<file path="src/rtl/irq_pkg.sv">
// rtl/irq_pkg.sv - shared register map, field widths and priority helper for irq_ctrl
package irq_pkg;

    typedef enum logic [1:0] {
        REG_PENDING = 2'd0,
        REG_ENABLE  = 2'd1,
        REG_CAUSE   = 2'd2,
        REG_COUNT   = 2'd3
    } reg_addr_e;

    localparam int CAUSE_VALID_BIT = 31;
    localparam int COUNT_W         = 8;
    localparam int IRQ_ID_W        = 4;
    localparam int N_SRC_MAX       = 16;

    // Scanning downward leaves the lowest set index, i.e. the highest priority.
    function automatic logic [IRQ_ID_W-1:0] lowest_set(input logic [N_SRC_MAX-1:0] v);
        logic [IRQ_ID_W-1:0] id;
        id = '0;
        for (int i = N_SRC_MAX - 1; i >= 0; i--) begin
            if (v[i]) begin
                id = IRQ_ID_W'(i);
            end
        end
        return id;
    endfunction

endpackage

</file>
<file path="src/rtl/irq_ctrl_sync_edge.sv">
// rtl/irq_ctrl_sync_edge.sv - 2-flop synchronizer plus previous-value flop, emits a rise pulse
module sync_edge (
    input  logic i_clk,
    input  logic i_reset,
    input  logic i_d,
    output logic o_rise
);

    logic r_sync1;
    logic r_sync2;
    logic r_prev;

    always_ff @(posedge i_clk or posedge i_reset) begin
        if (i_reset) begin
            r_sync1 <= 1'b0;
            r_sync2 <= 1'b0;
            r_prev  <= 1'b0;
        end else begin
            r_sync1 <= i_d;
            r_sync2 <= r_sync1;
            r_prev  <= r_sync2;
        end
    end

    assign o_rise = r_sync2 & ~r_prev;

endmodule

</file>
<file path="src/rtl/irq_ctrl.sv">
// rtl/irq_ctrl.sv - sticky edge-captured interrupt controller with enable mask, cause and edge counter
module irq_ctrl
    import irq_pkg::*;
#(
    parameter int N_SRC = 4
) (
    input  logic                clk,
    input  logic                reset,
    input  logic [N_SRC-1:0]    src,
    input  logic                we,
    input  logic [1:0]          a,
    input  logic [31:0]         wd,
    output logic [31:0]         rd,
    output logic                irq,
    output logic [IRQ_ID_W-1:0] irq_id
);

    localparam logic [COUNT_W-1:0] COUNT_MAX = '1;

    logic [N_SRC-1:0]     w_rise;
    logic [N_SRC-1:0]     w_clr;
    logic [N_SRC-1:0]     w_active;
    logic [N_SRC_MAX-1:0] w_active_ext;
    logic                 w_unused;

    logic [N_SRC-1:0]     r_pending;
    logic [N_SRC-1:0]     r_enable;
    logic [COUNT_W-1:0]   r_count;

    for (genvar g = 0; g < N_SRC; g++) begin : g_src
        sync_edge u_sync (
            .i_clk   (clk),
            .i_reset (reset),
            .i_d     (src[g]),
            .o_rise  (w_rise[g])
        );
    end

    assign w_clr    = (we && a == REG_PENDING) ? wd[N_SRC-1:0] : '0;
    assign w_unused = ^wd[31:N_SRC];

    // OR-ing the rise after the clear lets a fresh edge survive a same-cycle W1C.
    always_ff @(posedge clk or posedge reset) begin
        if (reset) begin
            r_pending <= '0;
            r_enable  <= '0;
            r_count   <= '0;
        end else begin
            r_pending <= (r_pending & ~w_clr) | w_rise;
            if (we && a == REG_ENABLE) begin
                r_enable <= wd[N_SRC-1:0];
            end
            if (we && a == REG_COUNT) begin
                r_count <= '0;
            end else if ((|w_rise) && r_count != COUNT_MAX) begin
                r_count <= r_count + 1'b1;
            end
        end
    end

    assign w_active = r_pending & r_enable;

    always_comb begin
        w_active_ext              = '0;
        w_active_ext[N_SRC-1:0]   = w_active;
    end

    assign irq    = |w_active;
    assign irq_id = lowest_set(w_active_ext);

    always_comb begin
        rd = '0;
        case (reg_addr_e'(a))
            REG_PENDING: rd[N_SRC-1:0] = r_pending;
            REG_ENABLE:  rd[N_SRC-1:0] = r_enable;
            REG_CAUSE: begin
                rd[CAUSE_VALID_BIT]  = irq;
                rd[IRQ_ID_W-1:0]     = irq_id;
            end
            REG_COUNT:   rd[COUNT_W-1:0] = r_count;
            default:     rd = '0;
        endcase
    end

endmodule

</file>
<file path="config.mk">
export PLATFORM = sky130hd
export DESIGN_NAME = irq_ctrl
export DESIGN_NICKNAME = d
export VERILOG_FILES = /design/src/rtl/irq_pkg.sv /design/src/rtl/irq_ctrl_sync_edge.sv /design/src/rtl/irq_ctrl.sv
export SDC_FILE = /design/constraint.sdc
export NUM_CORES = 1
export LEC_CHECK = 0
export CAP_MARGIN = 25
export CORE_ASPECT_RATIO = 0.7
export CORE_UTILIZATION = 39
export DETAILED_ROUTE_END_ITERATION = 12
export GPL_TIMING_DRIVEN = 0
export MAX_ROUTING_LAYER = met4
export PLACE_DENSITY_LB_ADDON = 0.12
export SLEW_MARGIN = 25
export SYNTH_ARGS = -nofsm -noshare
export SYNTH_HDL_FRONTEND = slang
export SYNTH_SLANG_ARGS = --single-unit
</file>
<file path="constraint.sdc">
create_clock -name clk -period 1.68 [get_ports clk]
set_input_delay 0.336 -clock clk [delete_from_list [all_inputs] [get_ports clk]]
set_output_delay 0.336 -clock clk [all_outputs]
set_load 0.05 [all_outputs]
</file>
==> flow_summary.ini <==
[pwr]
leakage_nw = 1.04
peakVddDrop_mv = 0.582
power_density_mw_per_mm2 = 1040
totalPowerFinal_mw = 2.16

[global_route]
grt_pass1_wl_mm = 4.98
use_met3_pct = 5.59
top_usage_layer = met2
grt_max_degree = 18
grt_usage_pct = 16.8
grt.overflow.total = 0
antenna_found_initial = 0
gr-usage-met1_pct = 17.7
grt_pass1_vias = 1102
use_met2_pct = 32.4

[worst_setup_path]
r2r-start = r_count[0]
endpoint = rd[0]
crit_chain = nand2_2 > a32oi_1 > a21oi_2 > mux4_2 > buf_8
max_stage_delay_ns = 0.49
start_kind = flop
crit_start = r_enable[2]
endpoint_kind = primary output
reg2reg_depth = 5
critical_path_class = reg2out
crit_required_ns = 1.34
cp.arrival_ns = 1.66
r2r_end = r_count[3]
cp_slowest_cell = mux4_2
cp_max_fo = 3
r2r_slack_ns = 0.11

[hold_path]
hp-class = reg2reg
whs_path_depth = 0

[floorplan]
die_x_um = 76.0
core_area_sq_mm = 0.00358
dieArea_sq_mm = 0.00409
rows = 18
ioPinCount = 78
start_util_pct = 41.7
die_y_um = 53.8

[timing]
setup_viol = 4
hold_violations = 0
final.setup.tns_ns = -0.986
whs_ns = 0.356
slew_viol_final = 0
fin_ws_ns = -0.316
rsz0062_at_grt = yes
slew_headroom_pct = 66.1
tightest_slew_ns = 0.507
finalCriticalPeriod_ns = 2.00
max_freq_ghz = 0.501
finalClockSkew_ns = 0.00904
fin_crit_sh_pct = 119

[clock_tree]
insertion_delay_ns = 0.28
cts_buffer_depth = 2
path_clk_slew_ns = 0.10
cts_root_buf = clkbuf_8
numCtsBuffers = 3
cts_sinks = 28
htree_levels = 1
postCtsHoldBufs = 0
cts_tree = done

[routing]
routed_via_density = 4.67
drc_errors = 0
ant_nets = 0
wire_per_inst_um = 12.4
drtPass1Iterations = 4
vias = 1176
drt_iter0_drc = 24
wl_mm = 3.12

[run_status]
violations = setup timing
status = finished, violations left

[placement]
globalplace.congestion = 0.861
port_buffers = 24
post-dp-hpwl_mm = 2.36

[synthesis]
synth_top_area_share_pct = 46.9
yosys_warnings = 0
synth.area.top_cells = dfrtp_1 (47%), buf_4 (13%), nand2_1 (5.3%)
syn_inst = 143
yosysSeqAreaShare_pct = 46.9
yosysTopAreaCell = dfrtp_1
synth.distinct_cells = 34
async_flop_share_pct = 100
synth.avg_cell_area_sq_um = 10.4
syn_area_sq_mm = 0.00149
ys.flop_type = dfrtp_1
synth-seq-cells = 28
synth-edff-count = 0

[finish]
finish.utilization_pct = 57.8
nets = 245
drive_above_1_share_pct = 34.7
antennaDiodeCount = 0
area_growth_pct = 38.6

[run]
cap_violations = 0
[kinds of logic (layout without fill, tap and decap cells)]
kind of cell / after synthesis / count (layout) / share of synthesized area (%)
simple gates: 55 / 55 / 21.4
mux: 11 / 11 / 9.38
buf+inv: 31 / 66 / 14.6
flops: 28 / 28 / 46.9
compound gates: 16 / 16 / 6.70
fa+ha+maj: 1 / 1 / 0.837
other cells: 1 / 25 / 0.251
[timing repair]
action,4_1_cts,5_1_grt
setup endpoints to repair,14,16
pin swaps,3,0
setup buffers,5,1
resized for setup,81,9
[flip-flops by register name, summed over array words and instances (netlist names)]
| signal | cells |
|---|---|
| g_src.u_sync.r_prev | 4 |
| g_src.u_sync.r_sync1 | 4 |
| g_src.u_sync.r_sync2 | 4 |
| r_count | 8 |
| r_enable | 4 |
| r_pending | 4 |
[how the worst min path moves through the flow]
stage	startpoint	slack, ns	endpoint
after detailed placement	g_src[0].u_sync.r_sync1	0.34	g_src[0].u_sync.r_sync2
after global placement	g_src[0].u_sync.r_sync1	0.33	g_src[0].u_sync.r_sync2
after CTS	g_src[0].u_sync.r_sync1	0.36	g_src[0].u_sync.r_sync2
after global routing	g_src[0].u_sync.r_sync1	0.37	g_src[0].u_sync.r_sync2
after floorplan	g_src[0].u_sync.r_sync1	0.33	g_src[0].u_sync.r_sync2
final	g_src[0].u_sync.r_sync1	0.36	g_src[0].u_sync.r_sync2
[per-layer routing]
metal | vias up | wire length [um]
met5 | - | 0
met4 | 0 | 15
met3 | 4 | 283
met2 | 50 | 1500
met1 | 552 | 1330
li1 | 570 | -
[final cells by class]
class | instances | area (sq um)
Fill cell | 315 | 1510
Sequential cell | 28 | 701
Multi-Input combinational cell | 108 | 699
Timing Repair Buffer | 31 | 305
Buffer | 28 | 220
Tap cell | 50 | 62.6
Clock buffer | 3 | 41.3
Clock inverter | 1 | 30.0
Inverter | 3 | 11.3
[where the power goes]
part | internal, mW | switching, mW
Combinational | 0.312 | 0.474
Sequential | 0.758 | 0.0936
Clock | 0.319 | 0.207
Total | 1.39 | 0.775
[critical path, delay by kind of cell, from the launching register on]
family / cells / cell delay (ns)
AND/OR/NAND/NOR: 1 / 0.09
buffers and inverters: 1 / 0.17
AO/OA/AOI/OAI: 2 / 0.27
flip-flops: 1 / 0.37
multiplexers: 1 / 0.49
[placed cells by master (no fill, tap or decap), types with 2 or more instances in the layout]
cell             instances
nand2_1                 19
clkdlybuf4s50_1         10
dfrtp_1                 28
nand4_1                  2
buf_4                   37
mux2i_1                  5
nand3_1                  8
a21oi_1                  4
or4_1                    2
nand2b_1                 3
mux4_2                   2
buf_6                    6
clkbuf_8                 4
mux2_2                   4
o21ai_0                  2
inv_1                    3
o31ai_1                  2
nand3b_1                 2
conb_1                  25
and3_1                   5
nand2_2                  2
nand2b_4                 3
[cell usage after synthesis, types with 2 or more instances]
cell / n
nand2_1: 21
nand2b_1: 3
and3_1: 5
nand4_1: 2
buf_4: 25
mux4_2: 2
o31ai_1: 2
nand3_1: 8
o21ai_0: 4
mux2_2: 4
or4_1: 2
nand3b_1: 2
nand2b_4: 3
mux2i_1: 5
dfrtp_1: 28
clkbuf_1: 2
a21oi_1: 6
inv_1: 3
[metrics by stage]
stage                     instances  area, sq um  setup slack [ns]
final                           252         2070            -0.316
after global routing            252         2070            -0.383
after CTS                       251         2050            -0.320
after detailed placement        242         1930             -1.07
after global placement          241         1910             -1.06
after floorplan                 167         1600            -0.316
Note: power is estimated with default switching activity, not from simulation.
